**config.mk**
```make
export PLATFORM = sky130hd
export DESIGN_NAME = nonce_scheduler_flat
export DESIGN_NICKNAME = d
export VERILOG_FILES = /design/src/rtl/nonce_scheduler_pkg.sv /design/src/rtl/nonce_scheduler_if.sv /design/src/rtl/nonce_scheduler_prio_enc.sv /design/src/rtl/nonce_scheduler.sv /design/src/flat_wrapper.sv
export SDC_FILE = /design/constraint.sdc
export NUM_CORES = 1
export LEC_CHECK = 0
export BUFFER_PORTS_ARGS = -buffer_cell sky130_fd_sc_hd__buf_2
export CORE_ASPECT_RATIO = 1.2
export CORE_MARGIN = 5
export CORE_UTILIZATION = 40
export DETAILED_ROUTE_END_ITERATION = 16
export PLACE_DENSITY_LB_ADDON = 0.25
export SLEW_MARGIN = 5
export SYNTH_ARGS = -nofsm -noshare
export SYNTH_HDL_FRONTEND = slang
export SYNTH_SLANG_ARGS = --single-unit
```
**constraint.sdc**
```tcl
create_clock -name clk -period 6.45 [get_ports clk]
set_clock_uncertainty 0.15 [all_clocks]
set_input_delay 1.935 -clock clk [delete_from_list [all_inputs] [get_ports clk]]
set_output_delay 1.935 -clock clk [all_outputs]
set_load 0.05 [all_outputs]
```
**src/rtl/nonce_scheduler_pkg.sv**
```systemverilog
// Shared definitions for the nonce scheduler.
//   DefNumNonces / DefNumCores : default job size and hash-core count
//   word_t                     : 32-bit data word (nonces, hash results)
//   addr_t                     : 16-bit result-memory word address
//   state_e                    : scheduler FSM states
package nonce_scheduler_pkg;

    localparam int unsigned DefNumNonces = 16;
    localparam int unsigned DefNumCores  = 4;
    localparam int unsigned AddrW        = 16;

    typedef logic [31:0]      word_t;
    typedef logic [AddrW-1:0] addr_t;

    typedef enum logic [1:0] {
        StIdle   = 2'd0,
        StRun    = 2'd1,
        StFinish = 2'd2
    } state_e;

endpackage

```
**src/rtl/nonce_scheduler_if.sv**
```systemverilog
// Bundle of job-control, hash-core and result-memory signals of the scheduler.
//   slave  : scheduler side (consumes start/output_addr/core_done/core_h0)
//   master : environment side (job requester, hash cores, result memory)
interface nonce_scheduler_if #(
    parameter int unsigned NUM_CORES = nonce_scheduler_pkg::DefNumCores
) ();
    import nonce_scheduler_pkg::*;

    logic                         start;
    addr_t                        output_addr;
    logic                         done;
    logic  [NUM_CORES-1:0]        core_start;
    word_t                        core_nonce;
    logic  [NUM_CORES-1:0]        core_done;
    word_t [NUM_CORES-1:0]        core_h0;
    logic                         mem_we;
    addr_t                        mem_addr;
    word_t                        mem_write_data;

    modport slave (
        input  start, output_addr, core_done, core_h0,
        output done, core_start, core_nonce, mem_we, mem_addr, mem_write_data
    );

    modport master (
        output start, output_addr, core_done, core_h0,
        input  done, core_start, core_nonce, mem_we, mem_addr, mem_write_data
    );

endinterface

```
**src/rtl/nonce_scheduler_prio_enc.sv**
```systemverilog
// Lowest-set-bit priority encoder.
//   req_i   : request vector
//   idx_o   : index of the lowest set bit (0 when none set)
//   valid_o : at least one request bit is set
module nonce_scheduler_prio_enc #(
    parameter int unsigned Width = 4,
    parameter int unsigned IdxW  = (Width > 1) ? $clog2(Width) : 1
) (
    input  logic [Width-1:0] req_i,
    output logic [IdxW-1:0]  idx_o,
    output logic             valid_o
);

    // Scan from the top down so the lowest set bit wins.
    always_comb begin
        idx_o   = '0;
        valid_o = 1'b0;
        for (int i = int'(Width) - 1; i >= 0; i--) begin
            if (req_i[i]) begin
                idx_o   = IdxW'(i);
                valid_o = 1'b1;
            end
        end
    end

endmodule

```
**src/rtl/nonce_scheduler.sv**
```systemverilog
// Nonce scheduler: hands out nonces 0..NUM_NONCES-1 to NUM_CORES hash cores, collects
// each core's H0 and writes it to output_addr + nonce, then pulses done.
//   clk     : clock, rising edge
//   reset_n : asynchronous active-low reset
//   bus     : slave side of nonce_scheduler_if (job control, core launch/result,
//             memory write port)
module nonce_scheduler
    import nonce_scheduler_pkg::*;
#(
    parameter int unsigned NUM_NONCES = DefNumNonces,
    parameter int unsigned NUM_CORES  = DefNumCores
) (
    input logic              clk,
    input logic              reset_n,
    nonce_scheduler_if.slave bus
);

    localparam int unsigned CntW = $clog2(NUM_NONCES + 1);
    localparam int unsigned IdxW = (NUM_CORES > 1) ? $clog2(NUM_CORES) : 1;

    state_e                state_q, state_d;
    logic [CntW-1:0]       next_nonce_q, next_nonce_d;
    logic [CntW-1:0]       write_count_q, write_count_d;
    logic [NUM_CORES-1:0]  busy_q, busy_d;
    logic [NUM_CORES-1:0]  pending_q, pending_d;
    word_t                 nonce_q  [NUM_CORES];
    word_t                 result_q [NUM_CORES];

    logic [IdxW-1:0]       disp_idx, wb_idx;
    logic                  idle_any, pend_any;
    logic                  dispatch, write_back;
    logic [NUM_CORES-1:0]  accept;

    nonce_scheduler_prio_enc #(
        .Width (NUM_CORES),
        .IdxW  (IdxW)
    ) u_idle_sel (
        .req_i   (~busy_q),
        .idx_o   (disp_idx),
        .valid_o (idle_any)
    );

    nonce_scheduler_prio_enc #(
        .Width (NUM_CORES),
        .IdxW  (IdxW)
    ) u_pend_sel (
        .req_i   (pending_q),
        .idx_o   (wb_idx),
        .valid_o (pend_any)
    );

    assign dispatch   = (state_q == StRun) && idle_any && (next_nonce_q < CntW'(NUM_NONCES));
    assign write_back = (state_q == StRun) && pend_any;
    // Only a core that is running (busy, result not yet held) may deliver a result.
    assign accept     = (state_q == StRun) ? (bus.core_done & busy_q & ~pending_q) : '0;

    always_comb begin
        state_d       = state_q;
        next_nonce_d  = next_nonce_q;
        write_count_d = write_count_q;
        busy_d        = busy_q;
        pending_d     = pending_q;
        unique case (state_q)
            StIdle: begin
                if (bus.start) begin
                    state_d       = StRun;
                    next_nonce_d  = '0;
                    write_count_d = '0;
                    busy_d        = '0;
                    pending_d     = '0;
                end
            end
            StRun: begin
                pending_d = pending_q | accept;
                if (dispatch) begin
                    busy_d[disp_idx] = 1'b1;
                    next_nonce_d     = next_nonce_q + 1'b1;
                end
                if (write_back) begin
                    busy_d[wb_idx]    = 1'b0;
                    pending_d[wb_idx] = 1'b0;
                    write_count_d     = write_count_q + 1'b1;
                    if (write_count_q == CntW'(NUM_NONCES - 1)) begin
                        state_d = StFinish;
                    end
                end
            end
            StFinish: state_d = StIdle;
            default:  state_d = StIdle;
        endcase
    end

    // Outputs decode registered state only, so they are glitch-free relative to inputs
    // (apart from output_addr, which is a static job parameter).
    always_comb begin
        bus.core_start     = '0;
        bus.core_nonce     = '0;
        bus.mem_we         = 1'b0;
        bus.mem_addr       = '0;
        bus.mem_write_data = '0;
        if (dispatch) begin
            bus.core_start[disp_idx] = 1'b1;
            bus.core_nonce           = 32'(next_nonce_q);
        end
        if (write_back) begin
            bus.mem_we         = 1'b1;
            bus.mem_addr       = addr_t'(32'(bus.output_addr) + nonce_q[wb_idx]);
            bus.mem_write_data = result_q[wb_idx];
        end
    end

    assign bus.done = (state_q == StFinish);

    always_ff @(posedge clk or negedge reset_n) begin
        if (!reset_n) begin
            state_q       <= StIdle;
            next_nonce_q  <= '0;
            write_count_q <= '0;
            busy_q        <= '0;
            pending_q     <= '0;
            for (int i = 0; i < int'(NUM_CORES); i++) begin
                nonce_q[i]  <= '0;
                result_q[i] <= '0;
            end
        end else begin
            state_q       <= state_d;
            next_nonce_q  <= next_nonce_d;
            write_count_q <= write_count_d;
            busy_q        <= busy_d;
            pending_q     <= pending_d;
            if (dispatch) begin
                nonce_q[disp_idx] <= 32'(next_nonce_q);
            end
            for (int i = 0; i < int'(NUM_CORES); i++) begin
                if (accept[i]) begin
                    result_q[i] <= bus.core_h0[i];
                end
            end
        end
    end

endmodule

```
**src/flat_wrapper.sv**
```systemverilog
// flat-port wrapper written by rule: the top's interface ports become plain ports
module nonce_scheduler_flat import nonce_scheduler_pkg::*;
#(
    parameter int unsigned NUM_NONCES = DefNumNonces,
    parameter int unsigned NUM_CORES  = DefNumCores
)
  (clk, reset_n, bus_start, bus_output_addr, bus_core_done, bus_core_h0, bus_done, bus_core_start, bus_core_nonce, bus_mem_we, bus_mem_addr, bus_mem_write_data);
  nonce_scheduler_if #(.NUM_CORES(NUM_CORES)) bus_i ();
  input logic clk;
  input logic reset_n;
  input wire logic [$bits(bus_i.start)-1:0] bus_start;
  input wire logic [$bits(bus_i.output_addr)-1:0] bus_output_addr;
  input wire logic [$bits(bus_i.core_done)-1:0] bus_core_done;
  input wire logic [$bits(bus_i.core_h0)-1:0] bus_core_h0;
  output wire logic [$bits(bus_i.done)-1:0] bus_done;
  output wire logic [$bits(bus_i.core_start)-1:0] bus_core_start;
  output wire logic [$bits(bus_i.core_nonce)-1:0] bus_core_nonce;
  output wire logic [$bits(bus_i.mem_we)-1:0] bus_mem_we;
  output wire logic [$bits(bus_i.mem_addr)-1:0] bus_mem_addr;
  output wire logic [$bits(bus_i.mem_write_data)-1:0] bus_mem_write_data;
  assign bus_i.start = bus_start;
  assign bus_i.output_addr = bus_output_addr;
  assign bus_i.core_done = bus_core_done;
  assign bus_i.core_h0 = bus_core_h0;
  assign bus_done = bus_i.done;
  assign bus_core_start = bus_i.core_start;
  assign bus_core_nonce = bus_i.core_nonce;
  assign bus_mem_we = bus_i.mem_we;
  assign bus_mem_addr = bus_i.mem_addr;
  assign bus_mem_write_data = bus_i.mem_write_data;
  nonce_scheduler #(.NUM_NONCES(NUM_NONCES), .NUM_CORES(NUM_CORES)) u_core (.clk(clk), .reset_n(reset_n), .bus(bus_i));
endmodule
```
==> flow_summary.toml, run 1 <==
[setup_path]
arrival_ns = 4.04
max_stage_delay_ns = 0.40
path_max_fanout = 6
critPathBufInv = 3
required_ns = 4.37
cp_top_family = "simple AND/OR/NAND/NOR gates"
critPathCaptureType = "primary output"
start_kind = "primary input"
worst_path_max_delay_cell = "fa_1"
critPathMostFrequentCell = "buf_2"
crit_chain = "buf_2 -> ha_1 -> inv_1 -> fa_1 -> and3b_1 -> o21ai_0 -> or3_1 -> a21oi_1 -> buf_2"
crit_type = "primary input to primary output"

[timing]
slew_violations = 0
finalSetupViolCount = 0
period_share_pct = 94.94
tightestPinTransition_ns = 1.062
fmax_mhz = 163.3
rsz0062_at_grt = "false"
slew_headroom_pct = 29.22
layout_min_cycle_time_ns = 6.124
fin_setup_tns_ns = 0
final_hold_viol_count = 0

[grt]
antenna_found_initial = 4
grt_pass1_vias = 6324
grt_use_total_pct = 18.28
grt_overflow = 0
grt_max_degree = 103
grt_pass1_wl_um = 34210

[final_layout]
syn_to_final_growth_pct = 20.50
final_common_cell = "buf_2"
mostFrequentLayoutCells = "buf_2 (207), dfrtp_1 (168), mux2_2 (106)"
finish.net_count = 1035
drive_gt1_share_pct = 45.32

[clocking]
cts-root-buf = "clkbuf_16"
cts_htree_levels = 4
clk_transition_reported_paths_ns = 0.07
cts_tree = "done"
cts_setup_buffers = 0
cts_buffers = 17
cts_resized = 0
clk_latency_ns = 0.42
cts_hold_buffers = 0
cts_sinks = 168
cts.path.max_buffers = 2

[synthesis]
synth.yosys.warnings = 0
async_flop_share_pct = 100.0
avgSynthCellArea_um2 = 12.21
synth_top_family_by_area = "multiplexers"
yosysUniqueCellTypes = 57
yosys-top-cells-area = "dfrtp_1 (51%), mux2_2 (14%), mux2_4 (6.0%), a222oi_1 (3.6%), buf_4 (2.5%)"
syn-cell-area_um2 = 8278
synth.top_cell.area_share_pct = 50.79
synth_seq_area_share_pct = 50.79
synth_fa_ha_area_share_pct = 1.602
synth_top_area_cell = "dfrtp_1"
synth_compound_area_share_pct = 10.49
synth_edf_count = 0
ys_seq_elements = 168
synthXorXnorAreaFrac_pct = 0.6348
synthMuxAreaShare_pct = 21.58
ys.flop_type = "dfrtp_1"
synth-simple-area-share_pct = 9.311
synthCells = 678

[min_path]
hp-class = "flop to flop"

[drt]
wire_per_inst_um = 18.78
drc = 0
drt_iter0_markers = 325
ant_nets = 0
dr.pass1.iters = 6
vias = 6020
routed_wl_um = 21690
vias_per_cell = 5.212

[floorplan]
coreArea_um2 = 20330
die_x_um = 141.3
initial_core_util_pct = 40.73
io_pins = 237
die_y_um = 167.6
num_rows = 57
die-area_um2 = 23680

[run]
max_cap_viol_count = 0

[placed_design]
gp_congestion = 0.8197
hpwl_um = 14850
portBuffers = 208

[run_status]
outcome = "finished, final reports clean"
## cell families after synthesis
logic type	after synthesis
flops	168
mux	148
simple gates	145
compound gates	124
buf+inv	76
fa+ha+maj	10
xor+xnor	6
other cells	1
## layout make-up
type	instances	area (um2)
multi-input combinational	461	3725
antenna	3	7.507
inverter	9	35.03
clock inverter	14	115.1
timing repair buffer	217	1127
fill	1858	10350
sequential	168	4204
clock buffer	18	429.2
tap	265	331.6
## stage by stage
step / hold slack [ns] / std cells / utilization, % / area, um2 / worst slack (ns)
4_1_cts: 0.3424 / 1152 / 49.04 / 9967 / 0.3105
2_1_floorplan: 0.3043 / 705 / - / 8379 / 0.2309
6_report: 0.3396 / 1155 / 49.07 / 9975 / 0.3262
3_3_place_gp: 0.3206 / 1120 / 46.36 / 9423 / 0.3572
5_1_grt: 0.3582 / 1154 / 49.06 / 9972 / 0.1064
3_5_place_dp: 0.3277 / 1120 / 46.36 / 9423 / 0.3158
## final timing paths
check                                          from                  end  slack (ns)  cells after the start
worst max-delay path             bus_output_addr[0]     bus_mem_addr[12]        0.33                      9
worst min-delay path              u_core.nonce_q[4]    u_core.nonce_q[4]        0.34                      1
worst max register to register  u_core.pending_q[0]     u_core.busy_q[3]        3.59                      6
worst min register to register    u_core.nonce_q[4]    u_core.nonce_q[4]        0.34                      1
max in group asynchronous                   reset_n     u_core.busy_q[0]        3.77                      2
min in group asynchronous                   reset_n  u_core.result_q[82]        1.48                      1
## synth_stat cells, drive strengths merged, types with 3 or more instances
cell type / number
nor4: 4
nor2: 28
o22ai: 6
nor3: 13
and2: 8
nor2b: 5
a22o: 4
or3: 6
a21oi: 41
nand2: 50
buf: 52
o31ai: 5
mux2: 145
mux2i: 3
nand3: 8
and3: 7
or2: 3
inv: 8
a22oi: 4
a222oi: 30
dfrtp: 168
or4: 3
xor2: 5
clkbuf: 15
a21o: 3
ha: 9
nor3b: 3
o21ai: 16
o21a: 5
## routing by layer
layer | share of wire, % | up-vias | track usage (%)
li1 | - | 2830 | -
met4 | 1.9 | 4 | 5.773
met1 | 41 | 2965 | 22.26
met3 | 7.7 | 32 | 5.590
met5 | 0.12 | - | 0
met2 | 49 | 189 | 30.96
## sequential cells by signal, summed over array words and instances (netlist names)
name	cells
u_core.busy_q	4
u_core.next_nonce_q	5
u_core.nonce_q	20
u_core.pending_q	4
u_core.result_q	128
u_core.state_q	2
u_core.write_count_q	5
Power of run 1 is not shown: default switching activity piles up to over one toggle a cycle in this logic, so the estimate is an artifact.
==> inputs of run 2 (changes only) <==
Clock period 6.45 ns to 6.9 ns, I/O delays scaled along.
==> flow_summary.toml, run 2 (synthesis gave the netlist of run 1 again) <==
[grt]
grt_pass1_vias = 6302
grt_use_total_pct = 18.40
grt_overflow = 0
grt_pass1_wl_um = 34510
grt_max_degree = 100
antenna_found_initial = 4

[timing]
tightestPinTransition_ns = 1.027
final_hold_viol_count = 0
rsz0062_at_grt = "false"
slew_violations = 0
fmax_mhz = 156.3
period_share_pct = 92.75
layout_min_cycle_time_ns = 6.400
fin_setup_tns_ns = 0
finalSetupViolCount = 0
slew_headroom_pct = 31.56

[clocking]
cts_tree = "done"
cts_setup_buffers = 0
cts-root-buf = "clkbuf_16"
cts_buffers = 17
cts_sinks = 168
cts_resized = 0
cts.path.max_buffers = 2
clk_latency_ns = 0.41
cts_htree_levels = 4
cts_hold_buffers = 0
clk_transition_reported_paths_ns = 0.07

[setup_path]
critPathBufInv = 3
worst_path_max_delay_cell = "fa_1"
crit_type = "primary input to primary output"
path_max_fanout = 6
crit_start = "bus_output_addr[0]"
start_kind = "primary input"
crit_end = "bus_mem_addr[14]"
timing.rr.end = "u_core.busy_q[3]"
rrSetupSlack_ns = 4.04
ff2ff_path_depth = 6
critPathCaptureType = "primary output"
crit_chain = "buf_2 -> ha_1 -> inv_1 -> fa_1 -> and3b_1 -> o21ai_0 -> or3_1 -> a21oi_1 -> buf_2"
max_stage_delay_ns = 0.40
path_depth = 9
arrival_ns = 4.18
critPathMostFrequentCell = "buf_2"
required_ns = 4.68
reg2reg_from = "u_core.pending_q[0]"
cp_top_family = "simple AND/OR/NAND/NOR gates"

[floorplan]
die_x_um = 141.3
initial_core_util_pct = 40.73
io_pins = 237
die_y_um = 167.6
die-area_um2 = 23680
num_rows = 57
coreArea_um2 = 20330

[placed_design]
hpwl_um = 14830
gp_congestion = 0.8320
portBuffers = 208

[final_layout]
multiInputGateArea_um2 = 3725
final_common_cell = "buf_2"
num-fill-cells = 1895
largest_register_ffs = 128
finish.net_count = 1036
largest-register = "u_core.result_q"
mostFrequentLayoutCells = "buf_2 (207), dfrtp_1 (168), mux2_2 (106)"
final-seq-area_um2 = 4204
syn_to_final_growth_pct = 20.59
drive_gt1_share_pct = 45.32
top_regs = "u_core.result_q (128), u_core.nonce_q (20)"

[drt]
wire_per_inst_um = 18.81
drc = 0
dr.pass1.iters = 5
vias_per_cell = 5.187
routed_wl_um = 21710
vias = 5986
drt_iter0_markers = 274
ant_nets = 0

[run]
max_cap_viol_count = 0

[run_status]
outcome = "finished, final reports clean"

[min_path]
hp-class = "flop to flop"
min_from = "u_core.result_q[76]"
-- run 2: changes by cell type in the layout (fill, tap and decap cells not counted), sizes merged --
cell / delta
inv: -3
clkinv: -2
clkinvlp: +2
buf: +1
bufinv: +1
clkbuf: +1
diode: -1
-- run 2: worst min-delay path by stage --
| stage | to | cells after the start | slack, ns |
|---|---|---|---|
| after floorplan | u_core.nonce_q[4] | 1 | 0.30 |
| after global placement | u_core.nonce_q[36] | 1 | 0.32 |
| after detailed placement | u_core.result_q[76] | 1 | 0.33 |
| after CTS | u_core.result_q[76] | 1 | 0.34 |
| after global routing | u_core.nonce_q[4] | 1 | 0.35 |
| final | u_core.result_q[76] | 1 | 0.34 |
-- run 2: routing by layer --
layer / vias up / wire, um / global-route usage, % / part of all wire [%]
li1: 2828 / - / - / -
met1: 2944 / 8802 / 22.70 / 41
met2: 188 / 10930 / 31.23 / 50
met3: 20 / 1694 / 6.018 / 7.8
met4: 6 / 235 / 4.425 / 1.1
met5: - / 41 / 0 / 0.19
-- run 2: area by class of cell --
| cell class | instances | share of cell area [%] |
|---|---|---|
| Inverter | 9 | 0.3510 |
| Sequential cell | 168 | 42.12 |
| Timing Repair Buffer | 218 | 11.24 |
| Clock inverter | 12 | 1.166 |
| Multi-Input combinational cell | 461 | 37.32 |
| Tap cell | 265 | 3.322 |
| Antenna cell | 2 | 0.05014 |
| Clock buffer | 19 | 4.437 |
-- run 2: metrics by stage --
stage | utilization (%) | cell area [um2] | instances | setup slack [ns] | hold WS, ns
final | 49.11 | 9982 | 1154 | 0.5003 | 0.3386
after global routing | 49.10 | 9980 | 1153 | 0.3603 | 0.3478
after CTS | 49.09 | 9977 | 1152 | 0.4933 | 0.3411
after detailed placement | 46.33 | 9418 | 1121 | 0.5016 | 0.3259
after global placement | 46.33 | 9418 | 1121 | 0.5376 | 0.3199
after floorplan | - | 8379 | 705 | 0.4109 | 0.3043
Power of run 2 is left out for the same reason.
==> inputs of run 3 (changes only) <==
Settings changed: CORE_MARGIN 5 to 4.
==> flow_summary.toml, run 3 (synthesis gave the netlist of run 1 again) <==
[run_status]
outcome = "finished, final reports clean"

[min_path]
hp-class = "flop to flop"
min_from = "u_core.result_q[74]"

[setup_path]
max_stage_delay_ns = 0.41
reg2reg_from = "u_core.pending_q[0]"
required_ns = 4.68
arrival_ns = 4.17
crit_chain = "buf_2 -> ha_1 -> inv_1 -> fa_1 -> and3b_1 -> o21ai_0 -> or3_1 -> a21oi_1 -> buf_2"
critPathCaptureType = "primary output"
path_depth = 9
rrSetupSlack_ns = 4.07
crit_end = "bus_mem_addr[12]"
cp_top_family = "simple AND/OR/NAND/NOR gates"
critPathMostFrequentCell = "buf_2"
crit_start = "bus_output_addr[0]"
critPathBufInv = 3
timing.rr.end = "u_core.pending_q[3]"
worst_path_max_delay_cell = "or3_1"
crit_type = "primary input to primary output"
path_max_fanout = 6
start_kind = "primary input"
ff2ff_path_depth = 6

[timing]
final_hold_viol_count = 0
tightestPinTransition_ns = 1.049
layout_min_cycle_time_ns = 6.392
rsz0062_at_grt = "false"
finalSetupViolCount = 0
fmax_mhz = 156.4
slew_headroom_pct = 30.09
slew_violations = 0
fin_hold_ws_ns = 0.3417
period_share_pct = 92.64
fin_setup_tns_ns = 0

[clocking]
cts_htree_levels = 4
cts_buffers = 17
cts_resized = 0
cts_sinks = 168
clk_latency_ns = 0.42
cts_tree = "done"
cts.path.max_buffers = 2
cts_setup_buffers = 0
cts-root-buf = "clkbuf_16"
cts_hold_buffers = 0
clk_transition_reported_paths_ns = 0.06

[final_layout]
largest_register_ffs = 128
finish.net_count = 1036
drive_gt1_share_pct = 45.10
largest-register = "u_core.result_q"
syn_to_final_growth_pct = 20.89
fin_cells = 1156
mostFrequentLayoutCells = "buf_2 (207), dfrtp_1 (168), mux2_2 (106)"
stdcell_area_um2 = 10010
num-fill-cells = 1859
top_regs = "u_core.result_q (128), u_core.nonce_q (20)"
final_common_cell = "buf_2"

[drt]
drt_iter0_markers = 411
ant_nets = 0
dr.pass1.iters = 5
drc = 0
routed_wl_um = 21480
wire_per_inst_um = 18.58
vias = 6045
vias_per_cell = 5.229

[placed_design]
hpwl_um = 14450
gp_congestion = 0.8040
dpl.cell_count = 1121
place_area_um2 = 9418
portBuffers = 208

[grt]
antenna_found_initial = 4
grt_pass1_vias = 6352
grt_pass1_wl_um = 34160
grt_max_degree = 105
grt_overflow = 0
grt_use_total_pct = 18.79

[floorplan]
die_x_um = 139.3
coreArea_um2 = 20330
num_rows = 57
die-area_um2 = 23070
initial_core_util_pct = 40.73
die_y_um = 165.6
io_pins = 237

[run]
max_cap_viol_count = 0
run 3: changes by cell type in the layout (fill, tap and decap cells not counted):
cell        change
clkbuf_1        +2
clkinvlp_4      -2
diode_2         +2
bufinv_16       +1
clkbuf_8        +1
clkinv_2        -1
inv_8           -1
run 3: metrics by stage:
step,util (%),worst slack [ns]
after floorplan,-,0.4109
after global placement,46.33,0.5379
after detailed placement,46.33,0.5062
after CTS,49.18,0.5015
after global routing,49.21,0.2993
final,49.23,0.5076
run 3: worst min-delay path by stage:
stage,cells past startpoint,end,slack [ns]
2_1_floorplan,1,u_core.nonce_q[4],0.30
3_3_place_gp,1,u_core.nonce_q[4],0.32
3_5_place_dp,1,u_core.result_q[78],0.33
4_1_cts,1,u_core.result_q[72],0.35
5_1_grt,1,u_core.result_q[78],0.37
6_report,1,u_core.result_q[74],0.34
run 3: routing by layer:
| metal | vias to the layer above | track usage (%) | wire [um] |
|---|---|---|---|
| li1 | 2832 | - | - |
| met4 | 4 | 6.450 | 356 |
| met1 | 3000 | 22.82 | 8959 |
| met3 | 21 | 5.876 | 1444 |
| met2 | 188 | 31.84 | 10700 |
| met5 | - | 0 | 21 |
run 3: layout make-up:
class,count,area [um2],area share (%)
antenna,4,10.01,0.1000
multi-input combinational,461,3725,37.22
clock inverter,9,115.1,1.150
clock buffer,22,464.2,4.639
sequential,168,4204,42.01
inverter,9,35.03,0.3501
tap,265,331.6,3.313
timing repair buffer,218,1122,11.22
Power of run 3 is left out for the same reason.
